**src/rtl/mem_port_arbiter.sv**
```systemverilog
// Round-robin owner of a shared XLEN-wide memory port for 4 requesters.
// Sequences request -> accept -> response, aborting a response wait after RSP_TIMEOUT cycles.
module mem_port_arbiter #(
  parameter int NUM_REQ     = 4,
  parameter int RSP_TIMEOUT = 64,
  parameter int CNT_W       = 7
) (
  input  logic               clk,
  input  logic               rst,
  input  logic [NUM_REQ-1:0] req_i,
  output logic [NUM_REQ-1:0] gnt_o,
  output logic [NUM_REQ-1:0] rsp_valid_o,
  output logic [NUM_REQ-1:0] err_o,
  output logic [1:0]         sel_o,
  output logic               bus_valid_o,
  input  logic               bus_ready_i,
  input  logic               bus_rsp_valid_i,
  output logic               busy_o
);

  typedef enum logic [1:0] {S_IDLE, S_REQ, S_WAIT_RSP} state_t;

  state_t             state_q, state_d;
  logic [1:0]         sel_q, sel_d;
  logic [1:0]         last_q, last_d;
  logic [CNT_W-1:0]   cnt_q, cnt_d;
  logic [NUM_REQ-1:0] gnt_q, gnt_d;
  logic [NUM_REQ-1:0] rsp_q, rsp_d;
  logic [NUM_REQ-1:0] err_q, err_d;
  logic               valid_q, valid_d;
  logic               busy_q, busy_d;

  logic               pick_vld;
  logic [1:0]         pick_idx;
  logic [1:0]         scan_idx;

  // Scan starts one past the last owner so the previous owner has lowest priority.
  always_comb begin
    pick_vld = 1'b0;
    pick_idx = 2'd0;
    scan_idx = 2'd0;
    for (int k = 1; k <= 4; k++) begin
      scan_idx = last_q + 2'(k);
      if (!pick_vld && req_i[scan_idx]) begin
        pick_vld = 1'b1;
        pick_idx = scan_idx;
      end
    end
  end

  always_comb begin
    state_d = state_q;
    sel_d   = sel_q;
    last_d  = last_q;
    cnt_d   = cnt_q;
    gnt_d   = '0;
    rsp_d   = '0;
    err_d   = '0;
    valid_d = valid_q;
    case (state_q)
      S_IDLE: begin
        if (pick_vld) begin
          state_d = S_REQ;
          sel_d   = pick_idx;
          valid_d = 1'b1;
        end
      end
      S_REQ: begin
        if (valid_q && bus_ready_i) begin
          gnt_d[sel_q] = 1'b1;
          valid_d      = 1'b0;
          cnt_d        = '0;
          state_d      = S_WAIT_RSP;
        end
      end
      S_WAIT_RSP: begin
        cnt_d = cnt_q + 1'b1;
        // A response arriving on the timeout cycle still counts as a response.
        if (bus_rsp_valid_i) begin
          rsp_d[sel_q] = 1'b1;
          last_d       = sel_q;
          state_d      = S_IDLE;
        end else if (cnt_q == CNT_W'(RSP_TIMEOUT - 1)) begin
          err_d[sel_q] = 1'b1;
          last_d       = sel_q;
          state_d      = S_IDLE;
        end
      end
      default: begin
        state_d = S_IDLE;
        valid_d = 1'b0;
      end
    endcase
    busy_d = (state_d != S_IDLE);
  end

  always_ff @(posedge clk) begin
    if (rst) begin
      state_q <= S_IDLE;
      sel_q   <= 2'd0;
      last_q  <= 2'd3;
      cnt_q   <= '0;
      gnt_q   <= '0;
      rsp_q   <= '0;
      err_q   <= '0;
      valid_q <= 1'b0;
      busy_q  <= 1'b0;
    end else begin
      state_q <= state_d;
      sel_q   <= sel_d;
      last_q  <= last_d;
      cnt_q   <= cnt_d;
      gnt_q   <= gnt_d;
      rsp_q   <= rsp_d;
      err_q   <= err_d;
      valid_q <= valid_d;
      busy_q  <= busy_d;
    end
  end

  assign gnt_o       = gnt_q;
  assign rsp_valid_o = rsp_q;
  assign err_o       = err_q;
  assign sel_o       = sel_q;
  assign bus_valid_o = valid_q;
  assign busy_o      = busy_q;

endmodule

```
**config.mk**
```make
export PLATFORM = sky130hd
export DESIGN_NAME = mem_port_arbiter
export DESIGN_NICKNAME = d
export VERILOG_FILES = /design/src/rtl/mem_port_arbiter.sv
export SDC_FILE = /design/constraint.sdc
export NUM_CORES = 1
export LEC_CHECK = 0
export CAP_MARGIN = 20
export CORE_MARGIN = 5
export CORE_UTILIZATION = 36
export CTS_CLUSTER_SIZE = 24
export DETAILED_ROUTE_END_ITERATION = 16
export DONT_BUFFER_PORTS = 1
export SETUP_SLACK_MARGIN = 0.15
export SYNTH_ARGS = -nofsm -noshare
export SYNTH_HDL_FRONTEND = slang
export SYNTH_SLANG_ARGS = --single-unit
```
**constraint.sdc**
```tcl
create_clock -name clk -period 1.6 [get_ports clk]
set_clock_uncertainty 0.2 [all_clocks]
set_input_delay 0.4 -clock clk [delete_from_list [all_inputs] [get_ports clk]]
set_output_delay 0.4 -clock clk [all_outputs]
set_load 0.05 [all_outputs]
```
==> results by stage <==
Critical path:
- The depth of the most critical reg-to-reg path is 5.
- The worst register-to-register path begins at state_q[1]$_SDFF_PP0_.
- Across all register-to-register paths, the minimum setup slack is 0.21 ns.
- The worst path arrival time is 0.86 ns.
- The classification of the worst setup path is reg -> out.
- Tracing the worst setup path back leads to its startpoint at sel_o[0]$_SDFFE_PP0P_.
- The cell with the largest stage delay on the worst path is dfxtp_2.
- The total buffers and inverters traversed by the critical path is 1.
- The required arrival time at the worst endpoint is 1.00 ns.
- Traced cell by cell, the critical path runs through buf_12.
- STA classifies the critical path endpoint as a primary output.
- The largest driver fanout on the critical path is 8.
- STA classifies the critical path startpoint as a register.
- The terminus of the critical flop-to-flop path is cnt_q[6]$_SDFFE_PP0P_.
- The largest single stage delay on the critical path is 0.38 ns.
- In this design, the largest share of critical-path delay is due to flip-flops.

STA:
- Subtracting the final worst setup slack from the clock period gives between 1 and 1.5 ns.
- The count of final max-slew check failures came to 0.
- For the pin with the worst max-slew slack, the measured transition is approximately 0.46 ns.
- The remaining max-slew budget at the tightest pin is 69.5%.
- The number of failing hold endpoints at the final stage is 0.
- The final count of negative-setup-slack endpoints is 0.
- The worst path uses 91.5% of the clock period.
- The final setup TNS is 0 ns.
- The maximum clock frequency is 683 MHz.
- Setup repair after global routing could not meet its margin everywhere.

Synth:
- The mapped netlist covers around 1000 sq um.
- The net count of the mapped netlist is 128.
- The synthesized netlist contains 28 unique library cells.
- The flip-flop and latch count after synthesis is 27.
- The mean instance size in the synthesized netlist is 8.75 sq um.
- After Yosys synthesis, and, or, nand and nor cells account for 28.5% of the synthesized area.
- The synthesized-area fraction occupied by adder cells is 1.20%.
- After Yosys synthesis, XOR and XNOR cells account for 0% of the synthesized area.
- During synthesis, Yosys emitted a total of 0 warnings.
- The share of cell area taken by muxes after synthesis is around 2.9%.
- By area, the combinational part of the netlist is dominated by simple AND/OR/NAND/NOR gates.
- The compound-gate portion of the synthesized area is 13.9%.
- The number of instances in the synthesized netlist is ~120.
- The sequential share of the synthesized area is 51.9%.

Die:
- In this run the horizontal extent of the chip is 63.8 um.
- The die is 63.8 um tall.
- The total area inside the core boundary comes to 2760 sq um.
- For this design the top-level I/O count stands at 24.
- The effective utilization at floorplan is between 30% and 40%.
- The floorplan step defined a die boundary enclosing a little over 4000 sq um.
- The floorplan has 19 rows.

Power:
- After layout, the design draws a total of 1.12 mW.
- The static power due to leakage is just under 0.5 nW.
- For this design the ratio of total power to cell area is 850 nW/um^2.
- The worst supply voltage drop on vdd is approximately 0.75 mV.

Worst hold path:
- The tightest min-delay check is of the in -> reg type.
- The destination of the worst hold path is cnt_q[5]$_SDFFE_PP0P_.
- Along the worst hold path, the cell count comes to 2.
- The worst hold path begins at rst.

Global route:
- The initial antenna violation count is 0.
- The first-pass GRT wire length is 3.73 mm.
- In the global route stage, met2 resource usage came out at roughly 17%.
- The global-route total usage across every layer is 11.6%.
- The met3 usage is 5.08%.
- The pin count of the biggest net entering global routing is 17.
- The total grt overflow is 0.
- The via count of the first global-routing pass is 772.
- The met1 routing resource usage after global routing is 15.0%.
- The layer carrying the most global-route usage is met2.

Layout:
- The most common cell after layout, fill and taps aside is nor2_1.
- 0 antenna diodes ended up in the layout.
- At the end of the flow, the number of nets in the layout was 141.
- Relative to the synthesized area, the layout overhead comes to 26.6%.
- The fraction of final layout cells with drive strength greater than 1 is roughly a third.
- The top cell types in the final layout, fill and taps aside, are nor2_1, dfxtp_4, a21oi_1.

Detailed routing:
- The detailed router placed 892 vias in this run.
- For this run, design rule violations remaining after detail routing come to 0.
- The number of vias per cell after detailed routing is 5.51.
- The detail route stage leaves a number of antenna-violating nets equal to 0.
- The first TritonRoute pass finished after 4 iterations.
- The final routed wirelength across all metal layers is 2.36 mm.
- After detailed routing, the average wire length per cell comes to between 10 and 15 um.
- The initial detailed-routing violation count is 59.

Place:
- After legalization and detailed placement, the total HPWL measured 1.52 mm.
- At the end of routability-driven placement, the weighted congestion stood at 0.796.
- During placement, the flow inserted port buffers numbering 0.

Clocking:
- After clock tree synthesis, the clock-pin slew on the worst setup and hold paths is 0.14 ns.
- The level count of the clock H-tree is 1.
- The clock latency on the worst-skew pair is 0.32 ns.
- TritonCTS built the clock tree.
- The cell at the root of the clock tree is clkbuf_4.
- Counting the buffers created by CTS gives 3.
- The clock net in this run drives a total of 27 sinks.
- The clock tree buffer depth is 2.

Run:
- The total of max-cap violations is 0.

Status:
- The run finished with clean final reports.
==> what timing repair did <==
action	in CTS	in global routing
endpoints found under the setup margin	27	32
pin swaps	3	3
gates resized for setup	26	24
endpoints found under the hold margin	11	0
hold buffers	2	0
setup buffers	1	4
==> kinds of logic after synthesis <==
| kind of cell | Yosys count |
|---|---|
| muxes | 3 |
| AOI/OAI and AO/OA | 24 |
| adders and majority gates | 1 |
| and+or+nand+nor | 60 |
| buffers and inverters | 4 |
| DFF | 27 |
==> worst max-delay path by stage <==
stage | to | slack (ns) | cells past startpoint
detailed placement | busy_o$_SDFF_PP0_ | 0.09 | 3
CTS | sel_o[1] | 0.06 | 1
floorplan | bus_valid_o$_SDFFE_PP0P_ | 0.11 | 3
finish | sel_o[0] | 0.14 | 1
global route | sel_o[0] | 0.09 | 1
global placement | busy_o$_SDFF_PP0_ | 0.09 | 3
==> Yosys cell counts, drive strengths merged <==
library cell | count | area [sq um]
clkbuf | 2 | 7.51
and2 | 1 | 6.26
nand2 | 7 | 26.3
nor3 | 9 | 50.1
and3 | 2 | 12.5
nand4b | 2 | 17.5
dfxtp | 27 | 541
a31oi | 2 | 12.5
o21ai | 7 | 35.0
mux2i | 3 | 30.0
nand2b | 5 | 31.3
buf | 1 | 5.00
or4 | 1 | 11.3
o22ai | 1 | 6.26
o31ai | 1 | 7.51
a21oi | 8 | 40.0
nor3b | 1 | 7.51
nand3 | 1 | 5.00
nor2 | 26 | 97.6
inv | 1 | 3.75
a22oi | 2 | 15.0
o211ai | 2 | 20.0
nor2b | 1 | 6.26
o221ai | 1 | 8.76
ha | 1 | 12.5
nand4 | 4 | 25.0
==> state kept, by name, indices dropped and copies added (netlist names) <==
signal	count
bus_valid_o	1
busy_o	1
cnt_q	7
rsp_valid_o	4
sel_o	2
state_q	2
err_o	4
gnt_o	4
last_q	2
==> metal layers <==
metal,wire [um],vias up,share of wire [%]
met3,211,2,8.9
met1,1020,414,43
met5,0,-,0
met2,1100,30,46
met4,28,0,1.2
li1,-,446,-
==> through the flow <==
step / std cells / utilization (%) / hold WS (ns) / setup slack, ns / area (sq um)
finish: 162 / 47.8 / 0.0465 / 0.136 / 1320
global route: 162 / 47.8 / 0.0182 / 0.0875 / 1320
CTS: 158 / 44.4 / 0.0256 / 0.0628 / 1220
detailed placement: 151 / 40.3 / 0.270 / 0.0859 / 1110
global placement: 151 / 40.3 / 0.268 / 0.0908 / 1110
floorplan: 119 / - / 0.261 / 0.112 / 1040
==> report_power, final <==
part	internal (mW)	total, mW	switching, mW
sequential	0.668	0.694	0.0261
clock	0.0957	0.297	0.201
combinational	0.0577	0.129	0.0717
==> final cells by class <==
| cell class | count | area, sq um |
|---|---|---|
| sequential | 27 | 602 |
| multi-input combinational | 88 | 523 |
| clock buffer | 3 | 22.5 |
| inverter | 1 | 3.75 |
| fill | 267 | 1440 |
| timing repair buffer | 11 | 120 |
| tap | 31 | 38.8 |
| clock inverter | 1 | 7.51 |
Note: power is estimated with default switching activity, not from simulation.
